**src/rtl/fifo_64to8_unpack.sv**
```systemverilog
// Width down-converter: buffers 64-bit words in a small FIFO and shifts each one out
// a byte per cycle on a valid/ready stream, with no bubble between consecutive words.
module fifo_64to8_unpack #(
  parameter int unsigned DEPTH     = 4,
  parameter bit          MSB_FIRST = 1'b1
) (
  input  logic                     clk_i,
  input  logic                     rst_i,
  input  logic                     in_valid_i,
  input  logic [63:0]              in_data_i,
  output logic                     in_ready_o,
  output logic                     out_valid_o,
  output logic [7:0]               out_data_o,
  output logic                     out_last_o,
  input  logic                     out_ready_i,
  output logic [$clog2(DEPTH):0]   level_o,
  output logic                     empty_o
);

  localparam int unsigned PtrW = $clog2(DEPTH);
  localparam int unsigned CntW = PtrW + 1;

  typedef enum logic {StIdle, StShift} state_e;

  logic [63:0]     mem_q [DEPTH];
  logic [PtrW-1:0] wr_ptr_q, rd_ptr_q;
  logic [CntW-1:0] count_q, count_d;
  logic            in_ready_q;
  state_e          state_q;
  logic [63:0]     shreg_q;
  logic [2:0]      byte_cnt_q;

  logic push, pop, fifo_empty, last_byte;

  always_comb begin
    fifo_empty = (count_q == '0);
    last_byte  = (byte_cnt_q == 3'd7);
    push       = in_valid_i && in_ready_q;
    // Refill either from idle or on the final byte handshake, so words run back to back.
    pop        = !fifo_empty && ((state_q == StIdle) || (out_ready_i && last_byte));
    count_d    = count_q;
    if (push && !pop) begin
      count_d = count_q + CntW'(1);
    end else if (!push && pop) begin
      count_d = count_q - CntW'(1);
    end
  end

  always_ff @(posedge clk_i) begin
    if (rst_i) begin
      wr_ptr_q   <= '0;
      rd_ptr_q   <= '0;
      count_q    <= '0;
      in_ready_q <= 1'b1;
    end else begin
      if (push) wr_ptr_q <= wr_ptr_q + PtrW'(1);
      if (pop)  rd_ptr_q <= rd_ptr_q + PtrW'(1);
      count_q    <= count_d;
      in_ready_q <= (count_d != CntW'(DEPTH));
    end
  end

  always_ff @(posedge clk_i) begin
    if (push && !rst_i) begin
      mem_q[wr_ptr_q] <= in_data_i;
    end
  end

  always_ff @(posedge clk_i) begin
    if (rst_i) begin
      state_q    <= StIdle;
      shreg_q    <= '0;
      byte_cnt_q <= '0;
    end else begin
      unique case (state_q)
        StIdle: begin
          if (pop) begin
            shreg_q    <= mem_q[rd_ptr_q];
            byte_cnt_q <= '0;
            state_q    <= StShift;
          end
        end
        StShift: begin
          if (out_ready_i) begin
            if (!last_byte) begin
              shreg_q    <= MSB_FIRST ? {shreg_q[55:0], 8'h00} : {8'h00, shreg_q[63:8]};
              byte_cnt_q <= byte_cnt_q + 3'd1;
            end else if (pop) begin
              shreg_q    <= mem_q[rd_ptr_q];
              byte_cnt_q <= '0;
            end else begin
              state_q <= StIdle;
            end
          end
        end
        default: state_q <= StIdle;
      endcase
    end
  end

  assign in_ready_o  = in_ready_q;
  assign out_valid_o = (state_q == StShift);
  assign out_data_o  = MSB_FIRST ? shreg_q[63:56] : shreg_q[7:0];
  assign out_last_o  = (state_q == StShift) && last_byte;
  assign level_o     = count_q;
  assign empty_o     = fifo_empty;

endmodule

```
**config.mk**
```make
export PLATFORM = sky130hd
export DESIGN_NAME = fifo_64to8_unpack
export DESIGN_NICKNAME = d
export VERILOG_FILES = /design/src/rtl/fifo_64to8_unpack.sv
export SDC_FILE = /design/constraint.sdc
export NUM_CORES = 1
export LEC_CHECK = 0
export CORE_UTILIZATION = 38
export DETAILED_ROUTE_END_ITERATION = 8
export SYNTH_ARGS = -nofsm -noshare
export SYNTH_HDL_FRONTEND = slang
export SYNTH_SLANG_ARGS = --single-unit
export TNS_END_PERCENT = 10
```
**constraint.sdc**
```tcl
create_clock -name clk_i -period 3.8 [get_ports clk_i]
set_input_delay 0.76 -clock clk_i [delete_from_list [all_inputs] [get_ports clk_i]]
set_output_delay 0.76 -clock clk_i [all_outputs]
set_load 0.02 [all_outputs]
```
==> results of run 1 <==
==> metal layers <==
| metal | global-route usage | part of all wire | vias up |
|---|---|---|---|
| met5 | 0 | 0 | - |
| met4 | 0.0419 | 0.021 | 0 |
| met3 | 0.0256 | 0.039 | 38 |
| met2 | 0.256 | 0.50 | 134 |
| met1 | 0.194 | 0.44 | 3437 |
| li1 | - | - | 3129 |
==> cell families after synthesis <==
kind of cell,after synthesis,synth area share
compound gates,41,0.0281
fa+ha+maj,9,0.00868
flops,334,0.713
buf+inv,56,0.0354
simple gates,255,0.0979
xor+xnor,3,0.00203
mux,64,0.115
==> synthesized netlist by cell type (8+ instances only) <==
master    count
clkbuf_1      8
o22ai_1       9
nor4_1       28
buf_2        12
dfxtp_1      78
nand2_1       8
nor4_2       22
a22oi_1      10
nor2_1      177
edfxtp_1    256
mux4_1       14
buf_4        14
mux4_2       50
ha_1          9
==> cell type report <==
cell class | instances | area [sq um]
Antenna cell | 1 | 2.50
Clock buffer | 43 | 956
Clock inverter | 21 | 143
Fill cell | 2982 | 18300
Inverter | 6 | 30.0
Multi-Input combinational cell | 372 | 3270
Sequential cell | 334 | 9250
Tap cell | 448 | 561
Timing Repair Buffer | 99 | 1010
==> worst reg2reg max path, stage by stage (launching register included) <==
cell and delay (ns):
dfxtp_1 0.33, ha_1 0.21, ha_1 0.26, nand2b_1 0.36, a2bb2oi_4 0.67, buf_4 0.34
nor2_1 0.07, nor4_1 0.22
==> sequential cells by signal (all words and copies together) (netlist names), named ones only <==
signal,count
wr_ptr_q,2
in_ready_o,1
level_o,3
shreg_q,64
byte_cnt_q,3
mem_q,256
out_valid_o,1
rd_ptr_q,2
==> metrics by stage <==
stage                     instances  worst slack, ns  utilization  hold WS, ns  power [mW]
after floorplan                 762            0.637            -        0.442        6.90
after global placement         1259            0.904        0.421        0.466        7.50
after detailed placement       1259            0.883        0.421        0.475        7.53
after CTS                      1323            0.735        0.454        0.484        10.8
after global routing           1324            0.646        0.454        0.517        11.2
final                          1324            0.727        0.454        0.484        10.6
==> where the power goes <==
part	internal [mW]	switching (mW)	leakage, nW
Clock	1.87	1.36	0.544
Sequential	4.41	0.306	2.97
Combinational	1.16	1.54	1.53
==> path summary, 6_finish.rpt <==
path,startpoint,endpoint,slack (ns)
max,level_o[0]$_SDFF_PP0_,empty_o,0.73
min,byte_cnt_q[0]$_SDFFE_PP0P_,byte_cnt_q[0]$_SDFFE_PP0P_,0.48
max reg2reg,byte_cnt_q[0]$_SDFFE_PP0P_,shreg_q[22]$_SDFFE_PP0P_,1.23
min reg2reg,byte_cnt_q[0]$_SDFFE_PP0P_,byte_cnt_q[0]$_SDFFE_PP0P_,0.48
==> results.md, run 1 <==
- Run status: finished clean
- Clock slew at reported path FFs: 0.06 ns
- Buffers on Ports: 82
- Data arrival, critical path: 2.31 ns
- Largest net degree at the start of global routing: 78
- Post-CTS Repair Setup Buffers: 0
- DRC: 0
- Wire per inst: 19.4 microns
- FMAX: 325 MHz
- Hold path depth: 1
- Post-DP HPWL: 15600 microns
- Cell type with the largest total area after synthesis: edfxtp_1
- Hold buffer count at CTS: 0
- Post-synth ARST share: 0
- Cells after Synth: 762
- Leakage power total: 5.05 nW
- Most common cell after layout, fill and taps aside: edfxtp_1
- Clk sink count: 334
- Worst vdd ir: 0.325 mV
- YS warnings: 0
- Die ar.: 0.0349 sq mm
- Initial Util: 0.387
- Max stage delay on crit path: 0.56 ns
- Crit-path cells: inv_1 -> ha_1 -> nand2b_1 -> inv_8 -> clkdlybuf4s50_1
- Crit-path max FO: 9
- Synth Net Count: 839
- Placement-stage cell area: 0.0141 sq mm
- TritonCTS clock tree: built
- WP depth: 5
- Layout cells sized above 1: 0.189
- Yosys reg bits: 334
- Post-synth top area share: 0.592
- Sequential share of the synthesized area: 0.713
- # Max-Cap Violations: 0
- First-pass GRT wire length: 40100 microns
- Worst-Skew Late Latency: 0.51 ns
- Die H: 187 microns
- Slew @ Worst Pin: 1.04 ns
- Final Slew Violations: 0
- RSZ-0062 raised after global routing: no
- Vias in the first global route: 6978
- Total negative slack: 0 ns
- CTS H-tree lvls: 2
- Predominant post-synthesis flop cell: edfxtp_1
- PwrDens: 699 mW/mm^2
- Antenna violations before repair: 1
- Worst path buffer plus inverter count: 3
- Critical path's top delay family: buffers and inverters
- Nets: 925
- Area Overhead vs Synth: 17.3%
- WP data required: 3.04 ns
- Post-synth cell types: 40
- Setup CP Type: flop to primary output
- R2R cell count: 7
- EDFF count, synth: 256
- Clock skew: 0.0158 ns
- Minimum clock period: 3.07 ns
- Num rows: 67
- Setup crit end kind: primary output
- Total core area: 0.0335 sq mm
- CTS buffer count: 35
- Hold WC Path Type: flop to flop
- Vias/cell: 5.09
- Post-route cell area: 0.0152 sq mm
- Area contributors post-synth: edfxtp_1 59%, dfxtp_1 12%, mux4_2 8.7%
- CP max stage cell: clkdlybuf4s50_1
- Total I/O pin count: 83
- GP Congestion: 0.762
- Root Driver: clkbuf_16
- Final wirelength: 25700 microns
- Most frequent cells in the layout: 256 x edfxtp_1, 177 x nor2_1, 81 x clkdlybuf4s50_1
- Post-Syn Area: 0.0130 sq mm
- Vias: 6738
- GRT overflow: 0
- GRT Util Overall: 0.149
- Worst setup SP type: flop
- Post-route clock period utilization: 0.809
- PostCTS Resize Cnt: 0
- Antenna Nets Post-Route: 0
- DR iter-0 viols: 348
- Clock Path Buffers: 3
- Avg Cell Area, Syn: 17.0 sq um
- Slew margin rel.: 0.308
- Die width: 187 microns
- Final setup fails: 0
- Final Hold Vio Count: 0
- Initial DRT Pass Iterations: 5
Note: power is estimated with default switching activity, not from simulation.
==> run 2, diff against run 1 <==
==> constraint.sdc (replaced) <==
create_clock -name clk_i -period 3.1 [get_ports clk_i]
set_input_delay 0.62 -clock clk_i [delete_from_list [all_inputs] [get_ports clk_i]]
set_output_delay 0.62 -clock clk_i [all_outputs]
set_load 0.02 [all_outputs]
==> run 2 against run 1 <==
Against the previous run:
- core utilization rose by 0.075 points
- critical endpoint unchanged
- sequential power rose by 23%
- cell area rose by 0.16%
- clock-buffer cell count rose by 7
- largest cell class unchanged
- clock power rose by 22%
==> results.md, run 2 (synthesized netlist as in run 1, its figures left out) <==
- Run status: finished clean
- First-pass GRT wire length: 40500 microns (+0.90%)
- Clk sink count: 334 (unchanged)
- Worst-Skew Late Latency: 0.51 ns (about the same)
- Antenna Nets Post-Route: 0 (unchanged)
- PwrDens: 858 mW/mm^2 (+23%)
- Hold buffer count at CTS: 0 (unchanged)
- DRC: 0 (unchanged)
- Largest net degree at the start of global routing: 74 (-5.1%)
- Clock network power share: 0.301 (-0.002)
- Vias: 6720 (-0.27%)
- TritonCTS clock tree: built
- Setup crit end kind: primary output
- Vias/cell: 5.08 (-0.12%)
- Seq pwr share: 0.443 (about the same)
- Initial DRT Pass Iterations: 4 (-1)
- Final Slew Violations: 0 (unchanged)
- Post-route cell area: 0.0153 sq mm (+0.16%)
- Die ar.: 0.0349 sq mm (unchanged)
- Minimum clock period: 2.90 ns
- Slew @ Worst Pin: 0.977 ns (-0.0608 ns)
- Most frequent cells in the layout: 256 x edfxtp_1, 177 x nor2_1, 81 x clkdlybuf4s50_1
- Power Internal: 9.20 mW (+24%)
- Total core area: 0.0335 sq mm (unchanged)
- Switch share: 0.298 (-0.00345)
- Vias in the first global route: 7130 (+2.2%)
- Logic gate share of total power: 0.257 (+0.004)
- Pre-CTS setup slack: 0.701 ns (-0.182 ns)
- Final wirelength: 25700 microns (-0.11%)
- Post-DP HPWL: 15100 microns (-3.0%)
- Net switching power: 3.89 mW (+22%)
- Final Hold Vio Count: 0 (unchanged)
- GP Congestion: 0.752 (-1.3%)
- Pwr Total: 13.1 mW (+23%)
- DR iter-0 viols: 371 (+6.6%)
- Data arrival, critical path: 2.28 ns (-0.03 ns)
- Total negative slack: 0 ns (unchanged)
- Worst setup SP type: flop
- Layout cells sized above 1: 0.179 (-0.00988)
- Final setup fails: 0 (unchanged)
- RSZ-0062 raised after global routing: no
- Initial Util: 0.387 (unchanged)
- Die H: 187 microns (unchanged)
- Crit-path max FO: 9 (unchanged)
- Root Driver: clkbuf_16
- Clock Path Buffers: 3 (unchanged)
- Largest reg by FF count: mem_q
- WP data required: 2.48 ns (-0.56 ns)
- Total I/O pin count: 83 (unchanged)
- Worst vdd ir: 0.600 mV (+85%)
- Placement-stage cell area: 0.0142 sq mm (+0.30%)
- Num rows: 67 (unchanged)
- CTS H-tree lvls: 2 (unchanged)
- Top flop regs: mem_q (256), shreg_q (64)
- Most common cell after layout, fill and taps aside: edfxtp_1
- Antenna violations before repair: 1 (unchanged)
- Slew margin rel.: 0.349 (+0.0406)
- Area Overhead vs Synth: 17.5%
- # Max-Cap Violations: 0 (unchanged)
- GRT overflow: 0 (unchanged)
- Leakage power total: 5.04 nW (-0.14%)
- Wire per inst: 19.4 microns (about the same)
- PostCTS Resize Cnt: 0 (unchanged)
- Die width: 187 microns (unchanged)
- GRT Util Overall: 0.150 (+0.000794)
- Hold WC Path Type: input port to flop
- FMAX: 345 MHz
- Post-CTS Repair Setup Buffers: 0 (unchanged)
- Worst setup margin: 0.203 ns (-0.523 ns)
- CTS buffer count: 35 (unchanged)
- Max reg flops: 256 (unchanged)
- Clock slew at reported path FFs: 0.06 ns (about the same)
- Buffers on Ports: 82 (unchanged)
- Clock skew: 0.0129 ns (-0.00282 ns)
- Nets: 924 (-0.11%)
- Setup CP Type: flop to primary output
- Post-route clock period utilization: 0.934
-- run 2: cell count changes in the layout (fill, tap and decap cells not counted), moves of 2 or more --
cell	previous run	this run
buf_12	5	9
clkinv_2	8	3
buf_4	13	8
clkbuf_8	5	3
clkbuf_1	3	11
-- run 2: per-layer routing --
layer	part of all wire	vias up	routed length, microns	global-route usage
met3	0.036	48	917	0.0256
met2	0.49	143	12500	0.252
li1	-	3126	-	-
met1	0.45	3403	11600	0.198
met4	0.025	0	641	0.0467
met5	0	-	0	0
-- run 2: area by class of cell --
class,instances,area [sq um]
fillers,2966,18300
flip-flops and latches,334,9250
multi-input cells,372,3270
repair buffers,98,1050
clock buffers,50,983
well taps,448,561
clock inverters,13,97.6
inverters,6,30.0
diodes,1,2.50
-- run 2: per-stage QoR --
stage / utilization / std cells / hold slack [ns]
2_1_floorplan: - / 762 / 0.442
3_3_place_gp: 0.423 / 1258 / 0.462
3_5_place_dp: 0.423 / 1258 / 0.466
4_1_cts: 0.455 / 1321 / 0.308
5_1_grt: 0.455 / 1322 / 0.328
6_report: 0.455 / 1322 / 0.326
-- run 2: path summary, 6_finish.rpt --
path	slack, ns	end	startpoint	cells after the start
max reg2reg	0.75	shreg_q[44]$_SDFFE_PP0P_	byte_cnt_q[0]$_SDFFE_PP0P_	7
min	0.33	wr_ptr_q[1]$_SDFFE_PP0N_	rst_i	2
min reg2reg	0.48	byte_cnt_q[0]$_SDFFE_PP0P_	byte_cnt_q[0]$_SDFFE_PP0P_	1
max	0.20	empty_o	level_o[0]$_SDFF_PP0_	5
-- run 2: worst max-delay path, cell delays in order (launching register included) --
cell             delay (ns)
dfxtp_1                0.44
inv_1                  0.11
ha_1                   0.21
nand2b_1               0.37
inv_8                  0.08
clkdlybuf4s50_1        0.55
-- run 2: power by group through the flow --
| stage | sequential [mW] | clock (mW) | combinational (mW) |
|---|---|---|---|
| after floorplan | 5.72 | 0 | 2.73 |
| after global placement | 5.88 | 0 | 3.38 |
| after detailed placement | 5.90 | 0 | 3.42 |
| after CTS | 5.80 | 4.04 | 3.44 |
| after global routing | 5.87 | 4.22 | 3.69 |
| final | 5.79 | 3.94 | 3.36 |
